File: config.mk
export PLATFORM = sky130hd
export DESIGN_NAME = hls_fmul_arbiter
export DESIGN_NICKNAME = d
export VERILOG_FILES = /design/src/rtl/hls_fmul_arbiter.sv
export SDC_FILE = /design/constraint.sdc
export NUM_CORES = 1
export LEC_CHECK = 0
export BUFFER_PORTS_ARGS = -buffer_cell sky130_fd_sc_hd__buf_2
export CAP_MARGIN = 10
export CORE_AREA = 2 2 153 155
export CTS_CLUSTER_DIAMETER = 60
export DETAILED_ROUTE_END_ITERATION = 6
export DIE_AREA = 0 0 155 157
export GPL_TIMING_DRIVEN = 0
export PLACE_DENSITY = 0.55
export SYNTH_ARGS = -nofsm -noshare
export SYNTH_HDL_FRONTEND = slang
export SYNTH_SLANG_ARGS = --single-unit
File: constraint.sdc
create_clock -name clk -period 2.8 [get_ports clk]
set_input_delay 0.28 -clock clk [delete_from_list [all_inputs] [get_ports clk]]
set_output_delay 0.28 -clock clk [all_outputs]
set_load 0.02 [all_outputs]
File: src/rtl/hls_fmul_arbiter.sv
// ---------------------------------------------------------------------------
// hls_fmul_arbiter
//
// Shares a single pipelined FP32 multiplier between NREQ HLS operator call
// sites. Each requester raises req with its operands and receives a one-cycle
// ack when the product is on the shared out bus. Issue is round-robin, at most
// one new multiply per cycle, and fully pipelined; a tag pipeline that matches
// the multiplier latency carries the requester index alongside each product
// so the ack lands on the right requester.
//
// Parameters:
//   NREQ     number of requesters (2..16)
//   MUL_LAT  clock edges from a mul_a/mul_b change to a valid mul_res (>=1)
//
// Ports:
//   clk      rising-edge clock
//   reset    asynchronous active-low reset
//   req      per-requester request level
//   p0, p1   packed operands, requester i at [32*i+31:32*i]
//   ack      per-requester one-cycle result strobe (one-hot or zero)
//   out      shared result bus, meaningful only while some ack bit is 1
//   mul_a    registered operand A to the multiplier
//   mul_b    registered operand B to the multiplier
//   mul_res  multiplier result
//   idle     1 when no operation is in flight
// ---------------------------------------------------------------------------
module hls_fmul_arbiter #(
    parameter int NREQ    = 4,
    parameter int MUL_LAT = 2
) (
    input  logic                 clk,
    input  logic                 reset,
    input  logic [NREQ-1:0]      req,
    input  logic [32*NREQ-1:0]   p0,
    input  logic [32*NREQ-1:0]   p1,
    output logic [NREQ-1:0]      ack,
    output logic [31:0]          out,
    output logic [31:0]          mul_a,
    output logic [31:0]          mul_b,
    input  logic [31:0]          mul_res,
    output logic                 idle
);

    localparam int IDW = $clog2(NREQ);

    logic [NREQ-1:0]    busy;
    logic [NREQ-1:0]    elig;
    logic [NREQ-1:0]    gnt_onehot;
    logic [NREQ-1:0]    ack_nxt;
    logic               gnt_valid;
    logic [IDW-1:0]     gnt_id;
    logic [IDW-1:0]     rr;

    // In-flight tags: stage 0 is written on the issue edge, the last stage
    // lines up with mul_res one edge before it becomes valid, so ack is
    // registered from it and coincides with the product on out.
    logic [MUL_LAT-1:0] tag_v;
    logic [IDW-1:0]     tag_id [MUL_LAT];

    // A requester in its ack cycle still has busy set; masking ack as well
    // keeps the "no re-grant in the ack cycle" rule explicit.
    assign elig = req & ~busy & ~ack;

    // Round-robin search starting at rr, first eligible index wins.
    always_comb begin
        int unsigned idx;
        idx        = 0;
        gnt_valid  = 1'b0;
        gnt_id     = '0;
        for (int unsigned k = 0; k < NREQ; k++) begin
            idx = (32'(rr) + k) % NREQ;
            if (!gnt_valid && elig[idx[IDW-1:0]]) begin
                gnt_valid = 1'b1;
                gnt_id    = idx[IDW-1:0];
            end
        end
        gnt_onehot = '0;
        if (gnt_valid) begin
            gnt_onehot[gnt_id] = 1'b1;
        end
    end

    always_comb begin
        ack_nxt = '0;
        if (tag_v[MUL_LAT-1]) begin
            ack_nxt[tag_id[MUL_LAT-1]] = 1'b1;
        end
    end

    always_ff @(posedge clk or negedge reset) begin
        if (!reset) begin
            rr    <= '0;
            busy  <= '0;
            ack   <= '0;
            mul_a <= '0;
            mul_b <= '0;
            tag_v <= '0;
            for (int unsigned s = 0; s < MUL_LAT; s++) begin
                tag_id[s] <= '0;
            end
        end else begin
            ack  <= ack_nxt;
            busy <= (busy & ~ack) | gnt_onehot;

            tag_v[0]  <= gnt_valid;
            tag_id[0] <= gnt_id;
            for (int unsigned s = 1; s < MUL_LAT; s++) begin
                tag_v[s]  <= tag_v[s-1];
                tag_id[s] <= tag_id[s-1];
            end

            // Operand registers hold when nothing is issued.
            if (gnt_valid) begin
                mul_a <= p0[32*gnt_id +: 32];
                mul_b <= p1[32*gnt_id +: 32];
                rr    <= (32'(gnt_id) == NREQ - 1) ? '0 : gnt_id + 1'b1;
            end
        end
    end

    assign out  = mul_res;
    assign idle = ~|busy;

endmodule
==> results.txt, run 1 <==
----------------------------------------------------
[Clock network]
  Count of H-tree levels built during CTS ... 3
  Count of instances resized after the clock tree is built ... 0
  TritonCTS clock tree ... built
  Latest clock arrival within the worst-skew pair ... about 0.35 ns
  Cts bufs inserted ... 9
  Num Clock Sinks ... 80
  Longest Clk Path Bufs ... 2
  Clock Pin Slew Worst Setup and Hold Paths ... roughly 0.080 ns
  Post-CTS setup-driven buffer insertion count ... 0
  Clock root buffer master ... clkbuf_16
  Hold-fix buffers, CTS ... 1

[Finish]
  Layout cell share with drive strength beyond 1 ... roughly 55%
  Net count reported at finish ... roughly 1300
  Util after Layout ... 37.61%
  Number of non-filler instances in the completed layout ... around 1300
  Final-layout fill cell count ... approximately 2300
  Area delta synth->final ... 42.01%
  Non-Filler Cell Area, Final ... about 8500 µm²
  Most used cells in the layout excluding fill and tap cells ... 399 x buf_2, 80 x dfrtp_1, 71 x inv_1, 69 x nor2_1, 67 x a211oi_1
  Leading cell type in the layout, fill and taps excluded ... buf_2

[Setup path]
  End of the worst register-to-register path ... mul_a[25]
  Startpoint Class ... flip-flop
  CP Launch Point ... busy[1]
  Critical path data required time ... a little over 3 ns
  R2r setup slk ... 0.23 ns
  RR Startpoint ... busy[1]
  Critical path arrival ... 2.84 ns
  Maximum fanout along the worst path ... 10
  CP Capture Type ... flip-flop
  Reg2reg path depth ... 7
  Critical path type ... reg -> reg

[Detailed routing]
  DRC errors left ... 0
  Vias after detailed routing ... about 6200
  First-pass detailed-route iteration total ... 4
  Vias/cell ... 4.870
  WL/cell ... 18.71 µm
  Number of nets with antenna violations after routing ... 0
  Total length of routed wires ... 23780 µm
  Detailed Route Iter0 Violations ... between 300 and 400

[Yosys]
  Mapped Area ... just under 6000 µm²
  Combinational family with the most area after synthesis ... compound AO/OA/AOI/OAI gates
  Post-synthesis sequential element count ... 80
  Seq/Total Area, Yosys ... 33.59%
  Fraction of the mapped netlist area in compound gates ... about a third
  Top area cells in the synthesized netlist ... dfrtp_1 34%, a211oi_2 13%, mux2i_1 11%, a221oi_1 9.4%, a211oi_1 8.4%
  Total of warnings raised by yosys ... 0
  Async S/R FF share, synth ... 100.0%
  Synth top area share ... between 30% and 40%
  Synthesized netlist cell count ... a little over 600
  Post-synth EDFFs ... 0
  Basic-gate share of the synthesized area counting and, or, nand and nor cells ... 6.634%
  Xor/xnor share of the synthesized area ... 0%
  Number of unique standard cell types used by synthesis ... 37
  Post-Synth Adder-Cell Area ... 0.2100%
  Mapped Avg Cell Area ... 9.850 µm²
  Syn Nets ... 900
  Largest area contributor in the netlist ... dfrtp_1
  Primary FF master, synth ... dfrtp_1
  Share of synthesized area spent on multiplexers ... between 10% and 20%

[GRT]
  Global-route congestion overflow total ... 0
  Vias in the first global route ... approximately 6100
  Maximum number of pins on one net before global-route repair ... 43
  Gr usage total ... between 10% and 20%
  First-pass GRT wire length ... 34510 µm
  Initial antenna violation count ... 2

[Worst hold path]
  Critical hold path startpoint ... p1[51]
  Worst min path class ... in -> reg
  Hold EP ... mul_b[19]
  Instance count along the most critical hold path ... 3

[STA]
  Worst max-slew margin expressed relative to the limit ... around three fifths
  # setup viols final ... 0
  Worst-Margin Slew ... 0.6225 ns
  Unrepaired setup endpoints after global routing ... false
  Maximum operating frequency ... between 0.3 and 0.4 GHz
  Setup TNS after final layout ... 0 ns
  Share of the clock period used by the worst path after layout ... about nine tenths
  Clock Skews ... around 0.014 ns
  Final Hold Vio Count ... 0
  PnR worst setup slack ... about 0.23 ns
  Fin crit period ... ~2.6 ns
  Worst hold slack ... approximately 0.28 ns
  Max-slew violation count ... 0

[Placed design]
  Area post-placement ... 8158 µm²
  HPWL after detailed placement ... 18360 µm
  Setup slack at placement ... ~0.16 ns
  Placed instance count ... 1253
  Number of I/O port buffers ... between 300 and 400
  RD Place Congestion ... ~0.79

[Pwr]
  Leakage component of the power ... between 4 and 5 nW
  Power per standard cell area ... ~1200 nW/µm²
  Worst vdd ir ... 431.5 µV
  PnR Total Power ... between 9 and 10 mW

[Floorplanning]
  Die Outline Area ... roughly 24000 µm²
  Standard cell core area ... 22500 µm²
  Io pins ... 395
  Std-Cell Rows ... 55
  Die Ht ... about 160 µm
  DIE WIDTH ... 155 µm
  Effective utilization at floorplan ... a little over a quarter

[Status]
  Result of the run ... complete, no violations

[Run]
  Number of max-cap violations ... 0

----------------------------------------------------
==> power breakdown <==
| part | leakage [nW] | switching, mW | total (mW) | internal, mW |
|---|---|---|---|---|
| combinational | 3.37 | 4.04 | 6.64 | 2.60 |
| clock | 0.143 | 0.580 | 1.21 | 0.631 |
| sequential | 0.932 | 0.365 | 2.14 | 1.78 |
==> worst max path at each step <==
| stage | to |
|---|---|
| floorplan | rr[1] |
| global placement | mul_a[21] |
| detailed placement | mul_a[21] |
| CTS | mul_a[21] |
| global route | mul_a[22] |
| finish | mul_a[25] |
==> critical path, cell delays in order, from the launching register on <==
cell and delay [ns]:
dfrtp_1 0.39, or3b_1 0.36, buf_2 0.17, nand3_1 0.39, buf_2 0.44, clkbuf_1 0.48
nor2_1 0.10, a211oi_2 0.15
==> cell families after synthesis <==
logic type	Yosys count
compound gates	203
buf+inv	170
simple gates	86
flops	80
mux	65
fa+ha+maj	1
==> layer usage <==
layer | GRT usage (%) | wire length [µm] | share of wire [%] | up-vias
li1 | - | - | - | 2973
met1 | 23.62 | 10230 | 43 | 2898
met2 | 32.19 | 11610 | 49 | 295
met3 | 3.359 | 1595 | 6.7 | 22
met4 | 5.291 | 332 | 1.4 | 2
met5 | 0 | 16 | 0.067 | -
==> registers in the layout (all words and copies together), names as in the netlist <==
name / cells
ack: 4
busy: 4
mul_a: 32
mul_b: 32
rr: 2
tag_id: 4
tag_v: 2
==> Yosys cell counts, types with 2 or more instances <==
cell,n
dfrtp_1,80
inv_1,71
nor2_1,69
a211oi_1,67
a221oi_1,64
mux2i_1,64
a211oi_2,61
buf_4,40
buf_2,38
buf_8,10
clkbuf_1,6
nand2_1,3
o22ai_1,3
a21oi_2,2
buf_6,2
inv_2,2
nor3b_1,2
nor3b_2,2
==> area by class of cell <==
type	count	area [µm²]	area share [%]
Antenna cell	1	2.502	0.02957
Clock inverter	7	67.56	0.7983
Clock buffer	9	225.2	2.661
Timing Repair Buffer	364	1852	21.88
Sequential cell	80	2002	23.65
Multi-Input combinational cell	355	2990	35.33
Inverter	73	274.0	3.238
Buffer	97	693.2	8.190
Tap cell	285	356.6	4.213
(Power assumes the default switching activity.)
==> inputs of run 2 (changes only) <==
--- a/config.mk
+++ b/config.mk
@@ -12,7 +12,8 @@
 export DETAILED_ROUTE_END_ITERATION = 6
 export DIE_AREA = 0 0 155 157
 export GPL_TIMING_DRIVEN = 0
-export PLACE_DENSITY = 0.55
+export PLACE_DENSITY = 0.61
+export RECOVER_POWER = 25
 export SYNTH_ARGS = -nofsm -noshare
 export SYNTH_HDL_FRONTEND = slang
 export SYNTH_SLANG_ARGS = --single-unit
==> results.txt, run 2 (synthesis results as in run 1) <==
----------------------------------------------------
[Finish]
  Net count reported at finish ... 1275 (unchanged)
  Leading cell type in the layout, fill and taps excluded ... buf_2 (unchanged)
  Area delta synth->final ... 41.40% (was 42.01%)
  Final-layout fill cell count ... 2354 (was 2331)
  Layout cell share with drive strength beyond 1 ... 51.98% (was 55.13%)
  Registers with the most flip-flops ... mul_a: 32 flops, mul_b: 32 flops (unchanged)
  Most used cells in the layout excluding fill and tap cells ... 367 x buf_2, 80 x dfrtp_1, 71 x inv_1, 69 x nor2_1, 67 x a211oi_1 (was 399 x buf_2, 80 x dfrtp_1, 71 x inv_1, 69 x nor2_1, 67 x a211oi_1)
  Area of the multi-input gates ... 2990 µm² (unchanged)
  Util after Layout ... 37.45% (was 37.61%)
  Sequential cell area in the final layout ... 2002 µm² (unchanged)

[STA]
  Worst max-slew margin expressed relative to the limit ... 23.11% (was 58.25%)
  Maximum operating frequency ... 0.3880 GHz (was 0.3885 GHz)
  Fin crit period ... 2.578 ns (was 2.574 ns)
  Setup TNS after final layout ... 0 ns (unchanged)
  Final Hold Vio Count ... 0 (unchanged)
  Max-slew violation count ... 0 (unchanged)
  Share of the clock period used by the worst path after layout ... 92.06% (was 91.92%)
  # setup viols final ... 0 (unchanged)
  Worst-Margin Slew ... 1.153 ns (was 0.6225 ns)
  Unrepaired setup endpoints after global routing ... false (unchanged)
  Clock Skews ... 0.008732 ns (was 0.01372 ns)

[Floorplanning]
  Die Outline Area ... 24340 µm² (unchanged)
  DIE WIDTH ... 155 µm (unchanged)
  Effective utilization at floorplan ... 26.48% (unchanged)
  Io pins ... 395 (unchanged)
  Std-Cell Rows ... 55 (unchanged)
  Standard cell core area ... 22500 µm² (unchanged)
  Die Ht ... 157 µm (unchanged)

[Clock network]
  TritonCTS clock tree ... built (unchanged)
  Longest Clk Path Bufs ... 2 (unchanged)
  Count of H-tree levels built during CTS ... 3 (unchanged)
  Post-CTS setup-driven buffer insertion count ... 0 (unchanged)
  Num Clock Sinks ... 80 (unchanged)
  Clock root buffer master ... clkbuf_16 (unchanged)
  Latest clock arrival within the worst-skew pair ... 0.35 ns (about the same)
  Cts bufs inserted ... 9 (unchanged)
  Clock Pin Slew Worst Setup and Hold Paths ... 0.08 ns (about the same)

[Detailed routing]
  DRC errors left ... 0 (unchanged)
  Total length of routed wires ... 24630 µm (was 23780 µm)
  Detailed Route Iter0 Violations ... 263 (was 317)
  First-pass detailed-route iteration total ... 4 (unchanged)
  Number of nets with antenna violations after routing ... 0 (unchanged)
  Vias/cell ... 4.963 (was 4.870)
  Vias after detailed routing ... 6308 (was 6190)
  WL/cell ... 19.38 µm (was 18.71 µm)

[Setup path]
  End of the worst register-to-register path ... rr[1] (was mul_a[25])
  Maximum fanout along the worst path ... 10 (unchanged)
  Critical path data required time ... 3.03 ns (was 3.06 ns)
  RR Startpoint ... busy[1] (unchanged)
  CP Capture Type ... flip-flop (unchanged)
  CP Cell Sequence ... or3b_1 -> buf_2 -> a311oi_1 -> or2_1 -> buf_4 -> buf_8 -> buf_8 -> inv_1 -> ha_1 -> mux2_2 (was or3b_1 -> buf_2 -> nand3_1 -> buf_2 -> clkbuf_1 -> nor2_1 -> a211oi_2)
  Cell at the slowest stage of the critical path ... dfrtp_1 (was clkbuf_1)
  Critical Path Most Common Cell ... buf_8 (was buf_2)
  Biggest cell delay along the critical path ... 0.40 ns (was 0.48 ns)
  Reg2reg path depth ... 10 (was 7)
  Critical path type ... reg -> reg (unchanged)
  R2r setup slk ... 0.22 ns (was 0.23 ns)
  Startpoint Class ... flip-flop (unchanged)
  Critical path arrival ... 2.81 ns (was 2.84 ns)

[Pwr]
  PnR Total Power ... 10.07 mW (was 9.994 mW)
  Worst vdd ir ... 424.5 µV (was 431.5 µV)
  Power per standard cell area ... 1194 nW/µm² (was 1181 nW/µm²)
  Leakage component of the power ... 4.356 nW (was 4.441 nW)

[Run]
  Number of max-cap violations ... 0 (unchanged)

[GRT]
  First-pass GRT wire length ... 35580 µm (was 34510 µm)
  Global-route congestion overflow total ... 0 (unchanged)
  Gr usage total ... 19.32% (was 18.55%)
  Initial antenna violation count ... 1 (was 2)
  Vias in the first global route ... 6214 (was 6099)
  Maximum number of pins on one net before global-route repair ... 46 (was 43)

[Worst hold path]
  Instance count along the most critical hold path ... 3 (unchanged)
  Worst min path class ... in -> reg (unchanged)
  Hold EP ... mul_b[2] (was mul_b[19])
  Critical hold path startpoint ... p1[34] (was p1[51])

[Status]
  Result of the run ... complete, no violations (unchanged)

[Placed design]
  HPWL after detailed placement ... 18970 µm (was 18360 µm)
  RD Place Congestion ... 0.8392 (was 0.7876)
  Number of I/O port buffers ... 362 (unchanged)

----------------------------------------------------
[run 2: cell count changes in the layout (fill, tap and decap cells not counted)]
cell	delta
inv_6	-1
buf_4	-1
clkinv_8	+1
clkbuf_1	+31
inv_8	-1
buf_2	-32
clkinv_4	+1
clkbuf_2	+2
[run 2: critical path, delay by kind of cell, from the launching register on]
kind / cells / cell delay [ns]
compound gates: 1 / 0.26
fa+ha+maj: 1 / 0.25
buf+inv: 5 / 0.73
flops: 1 / 0.40
mux: 1 / 0.26
simple gates: 2 / 0.54
[run 2: worst max path at each step]
stage             from   endpoint  slack (ns)
6_report       busy[1]      rr[1]        0.22
5_1_grt        busy[1]      rr[1]         0.1
4_1_cts        busy[1]  mul_a[25]        0.13
3_5_place_dp   busy[1]  mul_a[23]        0.14
3_3_place_gp   busy[1]  mul_a[19]        0.17
2_1_floorplan   ack[1]      rr[1]        0.49
[run 2: what timing repair did]
item	in CTS	in global routing
gates resized for setup	0	2
hold buffers	1	0
hold endpoints to repair	35	0
setup endpoints to repair	0	2
[run 2: metrics by stage]
step / instance area (µm²) / setup WS [ns] / hold slack (ns) / instances
2_1_floorplan: 5959 / 0.4853 / -0.01559 / 605
3_3_place_gp: 8128 / 0.1689 / 0.3320 / 1252
3_5_place_dp: 8158 / 0.1438 / 0.3067 / 1253
4_1_cts: 8466 / 0.1349 / 0.2463 / 1270
5_1_grt: 8424 / 0.09723 / 0.2486 / 1270
6_report: 8427 / 0.2224 / 0.2666 / 1271
[run 2: metal layers]
metal	wire length, µm	track usage, %	up-vias
li1	-	-	2970
met1	9903	22.74	2990
met2	12500	35.30	321
met3	1860	4.681	27
met4	367	4.718	0
met5	0	0	-
[run 2: cell type report]
type	instances	share of cell area [%]
flip-flops and latches	80	23.76
well taps	285	4.232
multi-input cells	355	35.49
clock buffers	9	2.673
repair buffers	364	21.47
plain buffers	97	8.241
clock inverters	7	0.8612
inverters	73	3.252
diodes	1	0.02970
[run 2: report_power, final]
part	leakage, nW	internal (mW)	total, mW	switching, mW
Sequential	0.932	1.78	2.13	0.360
Combinational	3.28	2.60	6.70	4.10
Clock	0.143	0.631	1.23	0.598
==> inputs of run 3 (changes only) <==
--- a/config.mk
+++ b/config.mk
@@ -5,7 +5,7 @@
 export SDC_FILE = /design/constraint.sdc
 export NUM_CORES = 1
 export LEC_CHECK = 0
-export BUFFER_PORTS_ARGS = -buffer_cell sky130_fd_sc_hd__buf_2
+export BUFFER_PORTS_ARGS = -buffer_cell sky130_fd_sc_hd__clkbuf_2
 export CAP_MARGIN = 10
 export CORE_AREA = 2 2 153 155
 export CTS_CLUSTER_DIAMETER = 60
==> results.txt, run 3 (synthesis results as in run 1) <==
----------------------------------------------------
[Status]
  Result of the run ... complete, no violations (unchanged)

[Setup path]
  Critical path data required time ... 3.04 ns (was 3.03 ns)
  CP Capture Type ... flip-flop (unchanged)
  Cell at the slowest stage of the critical path ... dfrtp_1 (unchanged)
  Critical path type ... reg -> reg (unchanged)
  CP Cell Sequence ... or3b_1 -> buf_2 -> a311oi_1 -> or2_1 -> buf_4 -> buf_8 -> buf_8 -> inv_1 -> ha_1 -> mux2_2 (unchanged)
  R2r setup slk ... 0.25 ns (was 0.22 ns)
  Critical Path Most Common Cell ... buf_8 (unchanged)
  Biggest cell delay along the critical path ... 0.39 ns (was 0.40 ns)
  Sum of buffers and inverters on the critical path ... 5 (unchanged)
  Maximum fanout along the worst path ... 10 (unchanged)
  Critical path arrival ... 2.79 ns (was 2.81 ns)
  Cell family contributing the most delay on the critical path ... buffers and inverters (unchanged)
  Startpoint Class ... flip-flop (unchanged)

[Detailed routing]
  DRC errors left ... 0 (unchanged)
  Vias/cell ... 4.857 (was 4.963)
  Detailed Route Iter0 Violations ... 296 (was 263)
  WL/cell ... 18.98 µm (was 19.38 µm)
  Number of nets with antenna violations after routing ... 0 (unchanged)
  Vias after detailed routing ... 6169 (was 6308)
  First-pass detailed-route iteration total ... 5 (was 4)
  Total length of routed wires ... 24100 µm (was 24630 µm)

[Pwr]
  Worst vdd ir ... 388.4 µV (was 424.5 µV)
  Power per standard cell area ... 1189 nW/µm² (was 1194 nW/µm²)
  Leakage component of the power ... 4.433 nW (was 4.356 nW)
  PnR Total Power ... 10.02 mW (was 10.07 mW)

[GRT]
  Gr usage total ... 18.92% (was 19.32%)
  Global-route congestion overflow total ... 0 (unchanged)
  Initial antenna violation count ... 0 (was 1)
  Maximum number of pins on one net before global-route repair ... 45 (was 46)
  Vias in the first global route ... 6112 (was 6214)
  First-pass GRT wire length ... 34910 µm (was 35580 µm)

[Finish]
  Registers with the most flip-flops ... mul_a: 32 flops, mul_b: 32 flops (unchanged)
  Leading cell type in the layout, fill and taps excluded ... clkbuf_2 (was buf_2)
  Net count reported at finish ... 1275 (unchanged)
  Non-Filler Cell Area, Final ... 8427 µm² (unchanged)
  Layout cell share with drive strength beyond 1 ... 51.88% (was 51.98%)
  Final-layout fill cell count ... 2351 (was 2354)
  Sequential cell area in the final layout ... 2002 µm² (unchanged)
  Number of non-filler instances in the completed layout ... 1270 (was 1271)
  Most used cells in the layout excluding fill and tap cells ... 330 x clkbuf_2, 80 x dfrtp_1, 71 x inv_1, 69 x nor2_1, 67 x a211oi_1 (was 367 x buf_2, 80 x dfrtp_1, 71 x inv_1, 69 x nor2_1, 67 x a211oi_1)
  Antenna cells ... 0 (was 1)
  Area delta synth->final ... 41.40% (unchanged)
  Area of the multi-input gates ... 2990 µm² (unchanged)

[Placed design]
  Area post-placement ... 8158 µm² (unchanged)
  RD Place Congestion ... 0.8109 (was 0.8392)
  Number of I/O port buffers ... 362 (unchanged)
  Placed instance count ... 1253 (unchanged)
  HPWL after detailed placement ... 18790 µm (was 18970 µm)

[Floorplanning]
  DIE WIDTH ... 155 µm (unchanged)
  Effective utilization at floorplan ... 26.48% (unchanged)
  Die Outline Area ... 24340 µm² (unchanged)
  Std-Cell Rows ... 55 (unchanged)
  Io pins ... 395 (unchanged)
  Die Ht ... 157 µm (unchanged)
  Standard cell core area ... 22500 µm² (unchanged)

[Clock network]
  Latest clock arrival within the worst-skew pair ... 0.35 ns (about the same)
  Longest Clk Path Bufs ... 2 (unchanged)
  Num Clock Sinks ... 80 (unchanged)
  Count of H-tree levels built during CTS ... 3 (unchanged)
  Clock Pin Slew Worst Setup and Hold Paths ... 0.07 ns (was 0.08 ns)
  Clock root buffer master ... clkbuf_16 (unchanged)
  Cts bufs inserted ... 9 (unchanged)
  TritonCTS clock tree ... built (unchanged)
  Count of instances resized after the clock tree is built ... 0 (unchanged)

[STA]
  # setup viols final ... 0 (unchanged)
  Worst max-slew margin expressed relative to the limit ... 22.71% (was 23.11%)
  Share of the clock period used by the worst path after layout ... 91.09% (was 92.06%)
  Final Hold Vio Count ... 0 (unchanged)
  Max-slew violation count ... 0 (unchanged)
  Clock Skews ... 0.009778 ns (was 0.008732 ns)
  Setup TNS after final layout ... 0 ns (unchanged)
  Maximum operating frequency ... 0.3921 GHz (was 0.3880 GHz)
  Worst-Margin Slew ... 1.159 ns (was 1.153 ns)
  Fin crit period ... 2.551 ns (was 2.578 ns)
  Unrepaired setup endpoints after global routing ... false (unchanged)

[Worst hold path]
  Worst min path class ... in -> reg (unchanged)

[Run]
  Number of max-cap violations ... 0 (unchanged)

----------------------------------------------------
[run 3: final timing paths]
check,cells past startpoint,end,from
setup / recovery,10,rr[1],busy[1]
hold / removal,3,mul_b[2],p1[34]
setup reg to reg,10,rr[1],busy[1]
hold reg to reg,0,tag_v[1],tag_v[0]
max in group asynchronous,3,mul_a[17],reset
min in group asynchronous,2,mul_b[17],reset
[run 3: layer usage]
metal | GRT usage [%] | vias up | share of wire [%]
li1 | - | 2973 | -
met1 | 22.79 | 2863 | 41
met2 | 34.43 | 311 | 51
met3 | 3.937 | 22 | 7.0
met4 | 4.586 | 0 | 1.3
met5 | 0 | - | 0
[run 3: timing repair]
| action | CTS | global route |
|---|---|---|
| endpoints found under the hold margin | 34 | 0 |
| hold buffers | 1 | 0 |
| buffers inserted | 0 | 0 |
[run 3: through the flow]
stage                     util (%)  hold WS, ns  setup WS [ns]
final                        37.45       0.2563         0.2494
after global routing         37.45       0.2714        0.01692
after CTS                    37.64       0.2344         0.1628
after detailed placement     36.25       0.3347         0.1724
after global placement       36.12       0.3321         0.2209
after floorplan                  -     -0.01559         0.4853
[run 3: final cells by class]
| class | instances | area share (%) |
|---|---|---|
| Clock inverter | 7 | 0.9057 |
| Inverter | 73 | 3.252 |
| Tap cell | 285 | 4.232 |
| Multi-Input combinational cell | 355 | 35.49 |
| Clock buffer | 9 | 2.673 |
| Timing Repair Buffer | 364 | 21.47 |
| Sequential cell | 80 | 23.76 |
| Buffer | 97 | 8.226 |
[run 3: tightest hold or removal path, cell delays in order]
cell and delay, ns:
clkbuf_2 0.08, mux2i_1 0.12, a211oi_1 0.09
[run 3: report_power, final]
| group | internal [mW] | switching, mW |
|---|---|---|
| Sequential | 1.78 | 0.379 |
| Combinational | 2.58 | 4.04 |
| Clock | 0.639 | 0.600 |
| Total | 5.00 | 5.02 |
